### src/rtl/sdram_port_arbiter.sv
// Round-robin arbiter sharing one SDRAM controller command port between NUM_PORTS clients.
// Define SDRAM_ARB_TIMEOUT_EN to abort an ISSUE that sees no controller busy within TIMEOUT cycles.
module sdram_port_arbiter #(
   parameter int NUM_PORTS = 4,
   parameter int TIMEOUT   = 1024
) (
   input  logic                    clk,
   input  logic                    rst_n,
   input  logic [NUM_PORTS-1:0]    port_req,
   input  logic [NUM_PORTS-1:0]    port_we,
   input  logic [24*NUM_PORTS-1:0] port_addr,
   input  logic [64*NUM_PORTS-1:0] port_wdata,
   input  logic [4*NUM_PORTS-1:0]  port_burst,
   output logic [NUM_PORTS-1:0]    port_ack,
   output logic [NUM_PORTS-1:0]    port_done,
   output logic [NUM_PORTS-1:0]    port_err,
   output logic [63:0]             port_rdata,
   output logic                    arb_busy,
   output logic                    rd_in,
   output logic                    wr_in,
   output logic [23:0]             rd_addr,
   output logic [23:0]             wr_addr,
   output logic [3:0]              rd_burst_length,
   output logic [3:0]              wr_burst_length,
   output logic [63:0]             wr_data,
   input  logic [63:0]             rd_data,
   input  logic                    reading,
   input  logic                    writing
);

   localparam int IW = $clog2(NUM_PORTS);

   if (NUM_PORTS < 2 || NUM_PORTS > 8 || TIMEOUT < 1) begin : g_bad_cfg
      $error("sdram_port_arbiter: NUM_PORTS must be 2..8, TIMEOUT >= 1");
   end

   typedef enum logic [1:0] {
      IDLE,
      ISSUE,
      WAIT_DONE,
      DONE
   } state_t;

   state_t st, st_n;

   logic [IW-1:0]        last, last_n;
   logic [IW-1:0]        grant, grant_n;
   logic [IW-1:0]        pick;
   logic                 found;
   logic                 we_q, we_n;
   logic                 busy_m;

   logic [NUM_PORTS-1:0] ack_n, done_n;
   logic [63:0]          rdata_n, wr_data_n;
   logic                 rd_in_n, wr_in_n, arb_busy_n;
   logic [23:0]          rd_addr_n, wr_addr_n;
   logic [3:0]           rd_bl_n, wr_bl_n;

   logic [23:0]          sel_addr;
   logic [63:0]          sel_wdata;
   logic [3:0]           sel_burst;

`ifdef SDRAM_ARB_TIMEOUT_EN
   localparam int CW = $clog2(TIMEOUT + 1);
   logic [CW-1:0]        cnt, cnt_n;
   logic [NUM_PORTS-1:0] err_n;
`endif

   function automatic logic [3:0] clamp_burst(input logic [3:0] b);
      if (b == 4'd0)
         return 4'd1;
      if (b > 4'd8)
         return 4'd8;
      return b;
   endfunction

   // First requester after the previous winner, wrapping around.
   always_comb begin
      logic [IW-1:0] idx;
      int            j;
      found = 1'b0;
      pick  = '0;
      idx   = '0;
      j     = 0;
      for (int k = 1; k <= NUM_PORTS; k++) begin
         j   = (int'(last) + k) % NUM_PORTS;
         idx = IW'(j);
         if (!found && port_req[idx]) begin
            found = 1'b1;
            pick  = idx;
         end
      end
   end

   assign sel_addr  = port_addr[24*int'(pick) +: 24];
   assign sel_wdata = port_wdata[64*int'(pick) +: 64];
   assign sel_burst = port_burst[4*int'(pick) +: 4];
   assign busy_m    = we_q ? writing : reading;

   always_comb begin
      st_n      = st;
      last_n    = last;
      grant_n   = grant;
      we_n      = we_q;
      ack_n     = '0;
      done_n    = '0;
      rdata_n   = port_rdata;
      rd_in_n   = rd_in;
      wr_in_n   = wr_in;
      rd_addr_n = rd_addr;
      wr_addr_n = wr_addr;
      rd_bl_n   = rd_burst_length;
      wr_bl_n   = wr_burst_length;
      wr_data_n = wr_data;
`ifdef SDRAM_ARB_TIMEOUT_EN
      err_n     = '0;
      cnt_n     = cnt;
`endif
      unique case (st)
         IDLE: begin
            if (found) begin
               st_n        = ISSUE;
               last_n      = pick;
               grant_n     = pick;
               we_n        = port_we[pick];
               ack_n[pick] = 1'b1;
`ifdef SDRAM_ARB_TIMEOUT_EN
               cnt_n       = '0;
`endif
               if (port_we[pick]) begin
                  wr_in_n   = 1'b1;
                  wr_addr_n = sel_addr;
                  wr_bl_n   = clamp_burst(sel_burst);
                  wr_data_n = sel_wdata;
                  rd_in_n   = 1'b0;
                  rd_addr_n = '0;
                  rd_bl_n   = '0;
               end else begin
                  rd_in_n   = 1'b1;
                  rd_addr_n = sel_addr;
                  rd_bl_n   = clamp_burst(sel_burst);
                  wr_in_n   = 1'b0;
                  wr_addr_n = '0;
                  wr_bl_n   = '0;
                  wr_data_n = '0;
               end
            end
         end
         ISSUE: begin
            if (busy_m) begin
               rd_in_n = 1'b0;
               wr_in_n = 1'b0;
               st_n    = WAIT_DONE;
            end
`ifdef SDRAM_ARB_TIMEOUT_EN
            // Abort path reuses DONE so the err pulse mirrors a done pulse.
            else if (cnt == CW'(TIMEOUT - 1)) begin
               rd_in_n      = 1'b0;
               wr_in_n      = 1'b0;
               err_n[grant] = 1'b1;
               st_n         = DONE;
            end else begin
               cnt_n = cnt + CW'(1);
            end
`endif
         end
         WAIT_DONE: begin
            if (!busy_m) begin
               if (!we_q)
                  rdata_n = rd_data;
               done_n[grant] = 1'b1;
               st_n          = DONE;
            end
         end
         DONE: begin
            st_n = IDLE;
         end
         default: begin
            st_n = IDLE;
         end
      endcase
      arb_busy_n = (st_n != IDLE);
   end

   always_ff @(posedge clk or negedge rst_n) begin
      if (!rst_n) begin
         st              <= IDLE;
         last            <= IW'(NUM_PORTS - 1);
         grant           <= '0;
         we_q            <= 1'b0;
         port_ack        <= '0;
         port_done       <= '0;
         port_rdata      <= '0;
         arb_busy        <= 1'b0;
         rd_in           <= 1'b0;
         wr_in           <= 1'b0;
         rd_addr         <= '0;
         wr_addr         <= '0;
         rd_burst_length <= '0;
         wr_burst_length <= '0;
         wr_data         <= '0;
      end else begin
         st              <= st_n;
         last            <= last_n;
         grant           <= grant_n;
         we_q            <= we_n;
         port_ack        <= ack_n;
         port_done       <= done_n;
         port_rdata      <= rdata_n;
         arb_busy        <= arb_busy_n;
         rd_in           <= rd_in_n;
         wr_in           <= wr_in_n;
         rd_addr         <= rd_addr_n;
         wr_addr         <= wr_addr_n;
         rd_burst_length <= rd_bl_n;
         wr_burst_length <= wr_bl_n;
         wr_data         <= wr_data_n;
      end
   end

`ifdef SDRAM_ARB_TIMEOUT_EN
   always_ff @(posedge clk or negedge rst_n) begin
      if (!rst_n) begin
         cnt      <= '0;
         port_err <= '0;
      end else begin
         cnt      <= cnt_n;
         port_err <= err_n;
      end
   end
`else
   assign port_err = '0;
`endif

endmodule

### config.mk
export PLATFORM = sky130hd
export DESIGN_NAME = sdram_port_arbiter
export DESIGN_NICKNAME = d
export VERILOG_FILES = /design/src/rtl/sdram_port_arbiter.sv
export SDC_FILE = /design/constraint.sdc
export NUM_CORES = 1
export LEC_CHECK = 0
export BUFFER_PORTS_ARGS = -buffer_cell sky130_fd_sc_hd__buf_2
export CAP_MARGIN = 20
export CORE_AREA = 2 2 248 250
export CTS_CLUSTER_DIAMETER = 40
export CTS_CLUSTER_SIZE = 24
export DETAILED_ROUTE_END_ITERATION = 10
export DIE_AREA = 0 0 250 252
export GPL_ROUTABILITY_DRIVEN = 0
export MAX_ROUTING_LAYER = met4
export PLACE_DENSITY = 0.42
export REMOVE_ABC_BUFFERS = 1
export SLEW_MARGIN = 30
export SYNTH_ARGS = -nofsm -noshare
export SYNTH_HDL_FRONTEND = slang
export SYNTH_SLANG_ARGS = --single-unit
### constraint.sdc
create_clock -name clk -period 4.32 [get_ports clk]
set_input_delay 0.216 -clock clk [delete_from_list [all_inputs] [get_ports clk]]
set_output_delay 0.216 -clock clk [all_outputs]
set_load 0.02 [all_outputs]
[After elaboration in Yosys (flattened, before gate mapping)]
Cells that the tools add are included.
Cells by class
  $add $sub $neg: 4
  multiply operators: 1
  divide/modulo/power cells: 0
  magnitude comparators: 9
  equal/unequal tests: 5
  shift-type cells: 3
  mux-type cells: 65
  bitwise logic cells: 2
  reductions and logical operators: 15
Operators with widths (count)
  indexed part select 256 x 9 -> 64 bit: 1
  indexed part select 96 x 8 -> 24 bit: 1
  two-way mux 64 bit: 1
  two-way mux 24 bit: 2
  two-way mux 4 bit: 12
  two-way mux 1 bit: 33
  < comparator 2 x 3 -> 1 bit, second input constant: 6
  indexed part select 16 x 5 -> 4 bit: 1
  two-way mux 2 bit: 7
  binary-select mux 1 bit (select 2 bit): 5
  one-hot mux 2 bit (4 select lines): 1
  AND reduction 3 bit: 2
  logical AND 1 bit: 5
  adder 2 x 1 -> 2 bit, second input constant: 2
  adder 2 bit, second input constant: 2
  demux 1 bit (select 2 bit): 2
  equality test 2 bit, second input constant: 2
  >= comparator 2 x 1 -> 1 bit, second input constant: 2
  greater-than comparator 4 bit, second input constant: 1
  logical NOT 4 bit: 1
  multiplier 2 x 2 -> 4 bit, first input constant: 1
  != test 2 bit, second input constant: 2
  one-hot mux 1 bit (2 select lines): 2
  nonzero test 2 bit: 2
  5 further kinds: 8
Storage, ports and cells
  register bits: 202
  latch bits: 0
  bits in writable memories: 0
  memory bits (read-only): 0
  output and inout port bits: 199
  memories kept: 0

[Longest topological paths before layout]
Gate-level depths: netlist of run 1.
  depth after elaboration: 26
  gate-level depth with buffers: 11

[Least setup slack after synthesis of run 1]
No wires, ideal clock.
  kind: register -> register
  start: register last[1]
  end: register wr_data[10]
  library setup time: 121 ps
  arrival time: 2132 ps
  required time: 4199 ps
  path slack: 2067 ps
  cell stages (with the launch flop): 7
  clock period less this slack: 2253 ps
  cell sequence: dfstp_2 -> mux2i_1 -> o221a_1 -> buf_6 -> buf_2 -> mux4_2 -> a22o_1
On the way
  cells in the longest elaborated chain, start to end: 16
Ends and longest elaborated chain
  from (decl): line 46  | logic [IW-1:0] last, last_n;
  from (signal assigned): line 188  | last <= IW'(NUM_PORTS - 1);
  from (signal assigned): line 204  | last <= last_n;
  branches (longest 16 deep; another with adder 2 x 1 -> 2 bit)
  to (signal assigned): line 217  | wr_data <= wr_data_n;
  to (decl): line 25  | output logic [63:0] wr_data,
Parallel ways; which one is timed is not known. The select of a mux whose other input is x is not followed.
A chain may end at the register's enable or synchronous reset.

[Worst setup path in the final report of run 1]
  start: register last[1]
  end: register wr_burst_length[0]
On the way
  cells in the longest elaborated chain, start to end: 23
Ends and longest elaborated chain
  adder 2 x 1 -> 2 bit: line 86  | j = (int'(last) + k) % NUM_PORTS;
  binary-select mux 1 bit (select 2 bit): line 88  | if (!found && port_req[idx]) begin
  two-way mux 1 bit (implied by the code): line 88
  two-way mux 1 bit: line 88
  logical NOT 1 bit: line 88
  logical AND 1 bit: line 88
  two-way mux 1 bit: line 88
  logical NOT 1 bit: line 88
  [6 not listed]
  greater-than comparator 4 bit: line 72  | if (b > 4'd8)
  two-way mux 1 bit (2 in a row): line 72
  two-way mux 1 bit: line 130  | if (port_we[pick]) begin
  two-way mux 1 bit: line 121  | if (found) begin
  two-way mux 1 bit: line 119  | unique case (st)
  two-way mux 4 bit: line 74  | return b;
  two-way mux 4 bit: line 72
  two-way mux 4 bit: line 130
  to (signal assigned): line 216  | wr_burst_length <= wr_bl_n;
  to (decl): line 24  | output logic [3:0] wr_burst_length,
Parallel ways exist; a longest one is shown, timed or not. The select of a mux whose other input is x is not followed.

==> results.tsv, run 1 <==
metric	value	unit
grt_pass1_vias	10190	
worstSetupPathType	reg -> reg	
synth_top_area_share	0.5070	
first_pass_iters	4	
cap_viol_max_count	0	
drtAntennaViolNets	0	
report.final.hold_viol_count	0	
synth_area_per_cell	11.78	um^2
io_buffers	638	
synth_edf_count	0	
slew_headroom	0.4202	
cts_root_buf	clkbuf_16	
avgRoutedWirePerCell	18.16	um
grt_pass1_wl	63.39	mm
rsz0062_at_grt	no	
place_area	13900	um^2
synthTopCellsByArea	dfrtp_1, mux4_2, nand2_1	
via_per_inst	4.077	
grt_max_degree	94	
cts_tree	done	
stdcell_area	16270	um^2
outcome	completed	
cp-end-kind	register	
drive_above_1_share	0.5575	
cts.htree.levels	2	
rows	90	
overflow	0	
clock_sinks	202	
cp.arrival	3.31	ns
p_leak	0.008089	uW
drc	0	
period_share	0.6718	
synth_top_cell_by_area	dfrtp_1	
fin_skew	0.01215	ns
critical_path.max_fanout	33	
initial_utilization	0.1642	
synth_warnings	0	
min_path_type	in -> reg	
nets	1979	
power	12210	uW
yosysUniqueCellTypes	42	
core-area	60130	um^2
die_width	250	um
syn_area	9872	um^2
die_y	252	um
synth_flop_cell	dfrtp_1	
crit_required	4.73	ns
clk_path_buf_depth	3	
hold_buffers	67	
cp-start-kind	register	
grt_usage	0.1367	
clk_latency	0.56	ns
yosysMostFrequentCell	nand2_1	
dieArea	63000	um^2
io_pins	643	
vias	9643	
drt-total-wl	42.96	mm
slew_viol_final	0	
rrSetupSlack	1.42	ns
max_freq	344.6	MHz
drt-initial-drc-count	454	
antenna_found_initial	11	
synth_seq_cells	202	
cts_setup_buffers	0	
holdWs	0.04672	ns
synthTopCellsByCount	nand2_1, dfrtp_1, a22o_1, mux2_2, mux4_2	
areaGrowthSynthToFinish	64.85	%
worst_pin_slew	0.8698	ns
yosysSeqAreaShare	0.5123	
clkTransAtPathRegs	0.05	ns
cts_resized	0	
finalSetupViolCount	0	
power_density	750.0	nW/um^2
synthCells	838	
cts-buffers-inserted	46	
dp_hpwl	33.46	mm
fin_crit	2.902	ns
synth-async-reset-ratio	1.000	
ir_drop	0.3712	mV
## report_power, final
group          switching, uW  leakage (uW)  internal (uW)  total (uW)
logic                   3220       0.00472           2110        5320
registers                452       0.00257           2690        3140
clock network           1220      0.000797           2520        3740
## layout by cell type (no fill, tap or decap), types with 2 or more instances in the layout
cell / count
diode_2: 10
clkinvlp_4: 7
clkbuf_8: 3
clkbuf_16: 46
dlygate4sd3_1: 67
nor3b_1: 3
inv_16: 2
nor2_1: 5
clkinv_2: 4
buf_4: 9
conb_1: 4
nand2b_1: 5
o22ai_1: 2
nor3_1: 4
dfrtp_1: 200
nand3_1: 52
nor3_4: 2
buf_2: 637
o21ai_1: 24
a22o_1: 64
clkbuf_1: 4
mux2i_1: 2
mux4_2: 64
buf_12: 4
dfstp_2: 2
mux2_2: 64
nand2_1: 203
o21ai_0: 30
o31ai_1: 3
inv_6: 5
a22oi_1: 5
a21oi_1: 12
inv_1: 2
clkinv_4: 6
bufinv_16: 8
## flip-flops by register name, summed over array words and instances, names as in the netlist
name             cells
we_q                 1
rd_in                1
last                 2
port_rdata          64
port_done            4
grant                2
arb_busy             1
rd_burst_length      4
wr_in                1
wr_data             64
wr_addr             24
port_ack             4
st                   2
rd_addr             24
wr_burst_length      4
## final timing paths
kind / from / endpoint / depth (start not counted)
max: last[1] / wr_burst_length[0] / 7
min reg2reg: rd_burst_length[3] / rd_burst_length[3] / 2
max reg2reg: last[1] / wr_burst_length[0] / 7
max in group asynchronous: rst_n / wr_data[57] / 3
min in group asynchronous: rst_n / port_rdata[8] / 2
min: port_addr[94] / wr_addr[22] / 5
## routing by layer
metal	vias to the layer above	part of all wire	global-route usage
li1	4474	-	-
met1	4644	0.39	0.1518
met2	452	0.48	0.2256
met3	73	0.10	0.05241
met4	0	0.027	0.04534
met5	-	0	-
## cells by family after synthesis
group,Yosys count,share of synthesized area
compound gates,149,0.1086
buf+inv,74,0.03688
flops,202,0.5123
mux,130,0.2210
other cells,1,0.0003799
simple gates,282,0.1208
## critical path, cell delays in order (launching register included)
cell and delay [ns]:
dfstp_2 0.57, mux2i_1 0.38, o221a_4 0.28, buf_4 0.53, a21oi_1 0.08, a22oi_1 0.59, nand2b_1 0.24, o31ai_1 0.08
## area by class of cell
type | count | area, um^2
tap | 782 | 978.4
timing repair buffer | 718 | 4021
clock buffer | 53 | 1207
fill | 6422 | 43860
sequential | 202 | 5057
clock inverter | 33 | 465.4
inverter | 2 | 7.507
multi-input combinational | 565 | 4512
antenna | 10 | 25.02
## metrics by stage
stage / setup TNS (ns) / instances / setup slack (ns) / utilization
floorplan: -271.15 / 769 / -2.384 / -
global placement: 0 / 2202 / 1.442 / 0.2311
detailed placement: 0 / 2202 / 1.323 / 0.2311
CTS: 0 / 2355 / 1.312 / 0.2701
global route: 0 / 2365 / 1.157 / 0.2706
finish: 0 / 2365 / 1.418 / 0.2706
Note: power is estimated with default switching activity, not from simulation.
==> inputs of run 2 (changes only) <==
--- a/config.mk
+++ b/config.mk
@@ -7,14 +7,14 @@
 export LEC_CHECK = 0
 export BUFFER_PORTS_ARGS = -buffer_cell sky130_fd_sc_hd__buf_2
 export CAP_MARGIN = 20
-export CORE_AREA = 2 2 248 250
+export CORE_AREA = 2 2 251 253
 export CTS_CLUSTER_DIAMETER = 40
 export CTS_CLUSTER_SIZE = 24
 export DETAILED_ROUTE_END_ITERATION = 10
-export DIE_AREA = 0 0 250 252
+export DIE_AREA = 0 0 253 255
 export GPL_ROUTABILITY_DRIVEN = 0
 export MAX_ROUTING_LAYER = met4
-export PLACE_DENSITY = 0.42
+export PLACE_DENSITY = 0.43
 export REMOVE_ABC_BUFFERS = 1
 export SLEW_MARGIN = 30
 export SYNTH_ARGS = -nofsm -noshare
==> constraint.sdc (replaced) <==
create_clock -name clk -period 2.32 [get_ports clk]
set_input_delay 0.116 -clock clk [delete_from_list [all_inputs] [get_ports clk]]
set_output_delay 0.116 -clock clk [all_outputs]
set_load 0.02 [all_outputs]
==> run 2 against run 1 <==
Effect of this change: the run now ends with setup timing left; combinational power increased by 130%; final cell count increased by 14%; sequential cell count unchanged; die area increased by 2.4%; first-iteration DRC count increased by 0.88%; count of clock-buffer cells in the layout decreased by 3; register-to-register slack got worse by 1.5 ns; core utilization increased by 4.8 points; critical endpoint is now wr_data[31]; highest routed layer unchanged.
==> results.tsv, run 2 (synthesis results as in run 1) <==
metric	value	unit
outcome	finished, violations left	
violations	setup timing	
crit_path_max_incr_delay	0.57	ns
first_pass_iters	5	
drtAntennaViolNets	0	
nFillCells	6286	
cts.htree.levels	2	
timing.rr.start	last[1]	
regArea	5057	um^2
grt_max_degree	78	
reg2reg_to	wr_data[31]	
rrSetupSlack	-0.05	ns
worstSetupPathType	reg -> reg	
wl_met1	19.06	mm
clk_latency	0.54	ns
crit_chain	mux2i_2 > o221a_4 > buf_12 > buf_4 > buf_4 > mux4_2 > a22o_1	
clock_sinks	202	
clk_path_buf_depth	3	
ir_drop	0.6864	mV
critPathLaunch	last[1]	
cp-end-kind	register	
holdWs	0.02600	ns
dieArea	64520	um^2
dp_worst_setup_slack	-0.1118	ns
fin_skew	0.01595	ns
highest_layer	met4	
critical_path.max_fanout	10	
cts_root_buf	clkbuf_16	
avgRoutedWirePerCell	18.06	um
drive_above_1_share	0.5026	
drt-total-wl	48.87	mm
cts_tree	done	
io_buffers	638	
initial_utilization	0.1588	
min_path_type	in -> reg	
cp.arrival	2.80	ns
slew_headroom	0.6095	
via_per_inst	4.144	
finalSetupViolCount	26	
crit_required	2.75	ns
drc	0	
die_width	253	um
final_core_util	0.3183	
mostFrequentLayoutCell	buf_2	
report.final.hold_viol_count	0	
overflow	0	
cts-buffers-inserted	43	
stdcell_count	2706	
p_leak	0.009645	uW
areaGrowthSynthToFinish	100.4	%
grt_pass1_wl	67.85	mm
core-area	62160	um^2
dp_hpwl	33.91	mm
cp-start-kind	register	
multi_input_area	4597	um^2
worst_pin_slew	0.5857	ns
wl_met3	3.457	mm
rsz0062_at_grt	yes	
top_regs	port_rdata x64, wr_data x64	
dr_wl_met2	24.23	mm
power_density	1223	nW/um^2
die_y	255	um
grt_pass1_vias	11860	
rows	92	
grt_usage	0.1414	
power	24200	uW
fin_crit	2.367	ns
rr_worst_depth	7	
vias	11210	
dpl.cell_count	2263	
io_pins	643	
final_cell_mix	buf_2, dlygate4sd3_1, nand2_1	
clkTransAtPathRegs	0.05	ns
cp_slowest_cell	dfstp_2	
cp-endpoint	wr_data[31]	
drt-initial-drc-count	458	
cap_viol_max_count	0	
max_freq	422.5	MHz
period_share	1.020	
nets	2312	
fin_ws	-0.04661	ns
antenna_found_initial	5	
slew_viol_final	0	
cpMostUsedCell	buf_4	
==> run 2: cell types whose count changed in the layout (fill, tap and decap cells not counted), sizes merged <==
cell,previous run,this run
bufinv,8,3
inv,9,10
clkinvlp,7,5
clkbuf,53,56
buf,651,720
diode,10,5
clkinv,11,13
dlygate4sd3,67,328
==> run 2: worst min-delay path by stage <==
| stage | startpoint | end | cells past startpoint |
|---|---|---|---|
| final | port_wdata[103] | wr_data[39] | 3 |
| after global routing | port_wdata[180] | wr_data[52] | 3 |
| after CTS | port_wdata[15] | wr_data[15] | 3 |
| after detailed placement | rst_n | port_rdata[55] | 1 |
| after global placement | rst_n | port_rdata[55] | 1 |
| after floorplan | rst_n | arb_busy | 0 |
==> run 2: power breakdown <==
part	total, uW	internal, uW	switching [uW]
Clock	6050	3890	2160
Combinational	12300	5600	6690
Sequential	5860	5010	849
Total	24200	14500	9700
==> run 2: what timing repair did <==
item | 4_1_cts | 5_1_grt
setup endpoints to repair | 70 | 103
endpoints found under the hold margin | 244 | 0
cloned | 3 | 7
pin swaps | 26 | 23
resized for setup | 16 | 51
hold buffers | 328 | 0
setup buffers | 10 | 13
==> run 2: area by class of cell <==
class / instances / area share
flip-flops and latches: 202 / 0.2556
clock inverters: 29 / 0.01549
inverters: 2 / 0.0003794
well taps: 799 / 0.05053
multi-input cells: 565 / 0.2323
clock buffers: 50 / 0.05723
repair buffers: 1054 / 0.3878
diodes: 5 / 0.0006324
==> run 2: critical path: cells and delay by family (launching register included) <==
family / cells / cell delay (ns)
AO/OA/AOI/OAI: 2 / 0.46
buffers and inverters: 3 / 0.43
flip-flops: 1 / 0.57
multiplexers: 2 / 0.76
==> run 2: per-layer routing <==
layer  global-route usage  up-vias
li1                     -     5142
met5                    -        -
met2               0.2342      570
met3              0.04312      135
met4              0.06627        0
met1               0.1558     5366
==> run 2: stage by stage <==
step / area, um^2 / TNS, ns
3_5_place_dp: 14380 / -5.339
3_3_place_gp: 14380 / -5.819
6_report: 19790 / -0.3815
2_1_floorplan: 9527 / -614.89
4_1_cts: 19360 / -0.7661
5_1_grt: 19790 / -3.557
==> inputs of run 3 (changes only) <==
--- a/config.mk
+++ b/config.mk
@@ -16,6 +16,7 @@
 export MAX_ROUTING_LAYER = met4
 export PLACE_DENSITY = 0.43
 export REMOVE_ABC_BUFFERS = 1
+export SETUP_SLACK_MARGIN = 0.5
 export SLEW_MARGIN = 30
 export SYNTH_ARGS = -nofsm -noshare
 export SYNTH_HDL_FRONTEND = slang
==> run 3 against run 2 <==
Effect of this change: the run still ends with setup timing left; highest routed layer unchanged; critical path depth shrank 1; count of clock-buffer cells in the layout is the same; via count grew 0.91%; sequential cell count is the same; register-to-register slack gained 0.04 ns; critical path type unchanged; first-iteration DRC count grew 5.0%; worst setup slack gained 0.038 ns.
==> results.tsv, run 3 (synthesis results as in run 1) <==
metric	value	unit
outcome	finished, violations left	
violations	setup timing	
cp-start-kind	register	
die_y	255	um
drtAntennaViolNets	0	
top_usage_layer	met2	
overflow	0	
stdcell_area	20140	um^2
cp-end-kind	register	
max_freq	429.4	MHz
gr-usage-met3	0.04668	
dp_worst_setup_slack	-0.1118	ns
p_leak	0.009783	uW
period_share	1.004	
vias	11320	
drt-total-wl	50.57	mm
slew_viol_final	0	
grt_max_degree	78	
grt_pass1_wl	70.32	mm
clock_sinks	202	
fin_skew	0.01995	ns
drive_above_1_share	0.5534	
top_regs	port_rdata x64, wr_data x64	
p_comb_frac	0.529	
critical_path.max_fanout	14	
grt_pass1_vias	12060	
cp.arrival	2.76	ns
worst_pin_slew	0.5870	ns
grt_usage	0.1488	
cp_slowest_cell	dfstp_2	
worstSetupPathType	reg -> reg	
cts_tree	done	
swShare	0.4053	
fin_ws	-0.009060	ns
p_seq_frac	0.232	
initial_utilization	0.1588	
dp_hpwl	33.91	mm
dieArea	64520	um^2
first_pass_iters	5	
internal-power	15050	uW
power_density	1257	nW/um^2
place_area	14380	um^2
report.final.hold_viol_count	0	
clkTransAtPathRegs	0.05	ns
final_core_util	0.3240	
cts-buffers-inserted	43	
crit_required	2.75	ns
critPathBufInv	2	
via_per_inst	4.200	
grt_use_met1	0.1647	
holdPathStages	3	
power.share.clock	0.239	
mostFrequentLayoutCell	buf_2	
rr_worst_depth	6	
antenna_found_initial	5	
p_sw	10260	uW
min_path_type	in -> reg	
crit_chain	mux2i_2 > o221a_4 > buf_12 > clkbuf_16 > mux4_2 > a22o_1	
nets	2300	
avgRoutedWirePerCell	18.77	um
crit_path_max_incr_delay	0.57	ns
clk_latency	0.54	ns
core-area	62160	um^2
rsz0062_at_grt	yes	
cap_viol_max_count	0	
areaGrowthSynthToFinish	104.0	%
final_cell_mix	buf_2, dlygate4sd3_1, dfrtp_1	
drc	0	
crit_family	multiplexers	
timing.critical_path.depth	6	
clk_path_buf_depth	3	
grt_use_met2	0.2443	
drt-initial-drc-count	481	
fin_crit	2.329	ns
cts.htree.levels	2	
io_buffers	638	
finalSetupViolCount	3	
rows	92	
cts_root_buf	clkbuf_16	
ir_drop	0.6997	mV
die_width	253	um
io_pins	643	
slew_headroom	0.6087	
## run 3: worst paths after layout
path                                      start             end  slack [ns]
worst max register to register          last[1]      wr_data[6]      -0.009
min in group asynchronous                 rst_n  port_rdata[55]        0.15
worst min-delay path            port_wdata[118]     wr_data[54]        0.03
max in group asynchronous                 rst_n           st[0]        1.45
worst min register to register      wr_addr[13]     wr_addr[13]        0.46
worst max-delay path                    last[1]      wr_data[6]      -0.009
## run 3: final cells by class
cell class              count  area, um^2
flip-flops and latches    202        5059
inverters                   2       7.507
multi-input cells         565        4931
clock inverters            29       306.5
repair buffers           1042        7694
fillers                  6277       42020
well taps                 799       999.7
diodes                      5       12.51
clock buffers              50        1132
## run 3: what timing repair did
action	in CTS	in global routing
resized for setup	159	21
endpoints found under the hold margin	235	0
endpoints found under the setup margin	180	168
cloned	11	6
buffers inserted	26	1
pin swaps	50	11
hold buffers	303	0
## run 3: power groups by stage
stage	combinational [uW]	clock (uW)	sequential, uW
after floorplan	4620	0	7450
after global placement	10500	0	5890
after detailed placement	10600	0	5880
after CTS	13100	6220	5870
after global routing	14400	6370	6050
final	13400	6040	5880
## run 3: through the flow
stage,cells,hold slack [ns],total power [uW],TNS (ns)
final,2694,0.02778,25310,-0.01465
after global routing,2694,0.01200,26770,-3.215
after CTS,2682,-0.004914,25190,-0.02314
after detailed placement,2263,0.1497,16510,-5.339
after global placement,2263,0.1454,16370,-5.819
after floorplan,769,-0.1796,12070,-614.89
## run 3: metal layers
| layer | up-vias | part of all wire |
|---|---|---|
| li1 | 5137 | - |
| met1 | 5486 | 0.38 |
| met2 | 568 | 0.50 |
| met3 | 124 | 0.077 |
| met4 | 0 | 0.042 |
| met5 | - | 0 |
## run 3: worst reg2reg max path: stages (launching register included)
cell	delay (ns)
dfstp_2	0.57
mux2i_2	0.27
o221a_4	0.25
buf_12	0.17
clkbuf_16	0.24
mux4_2	0.50
a22o_1	0.21
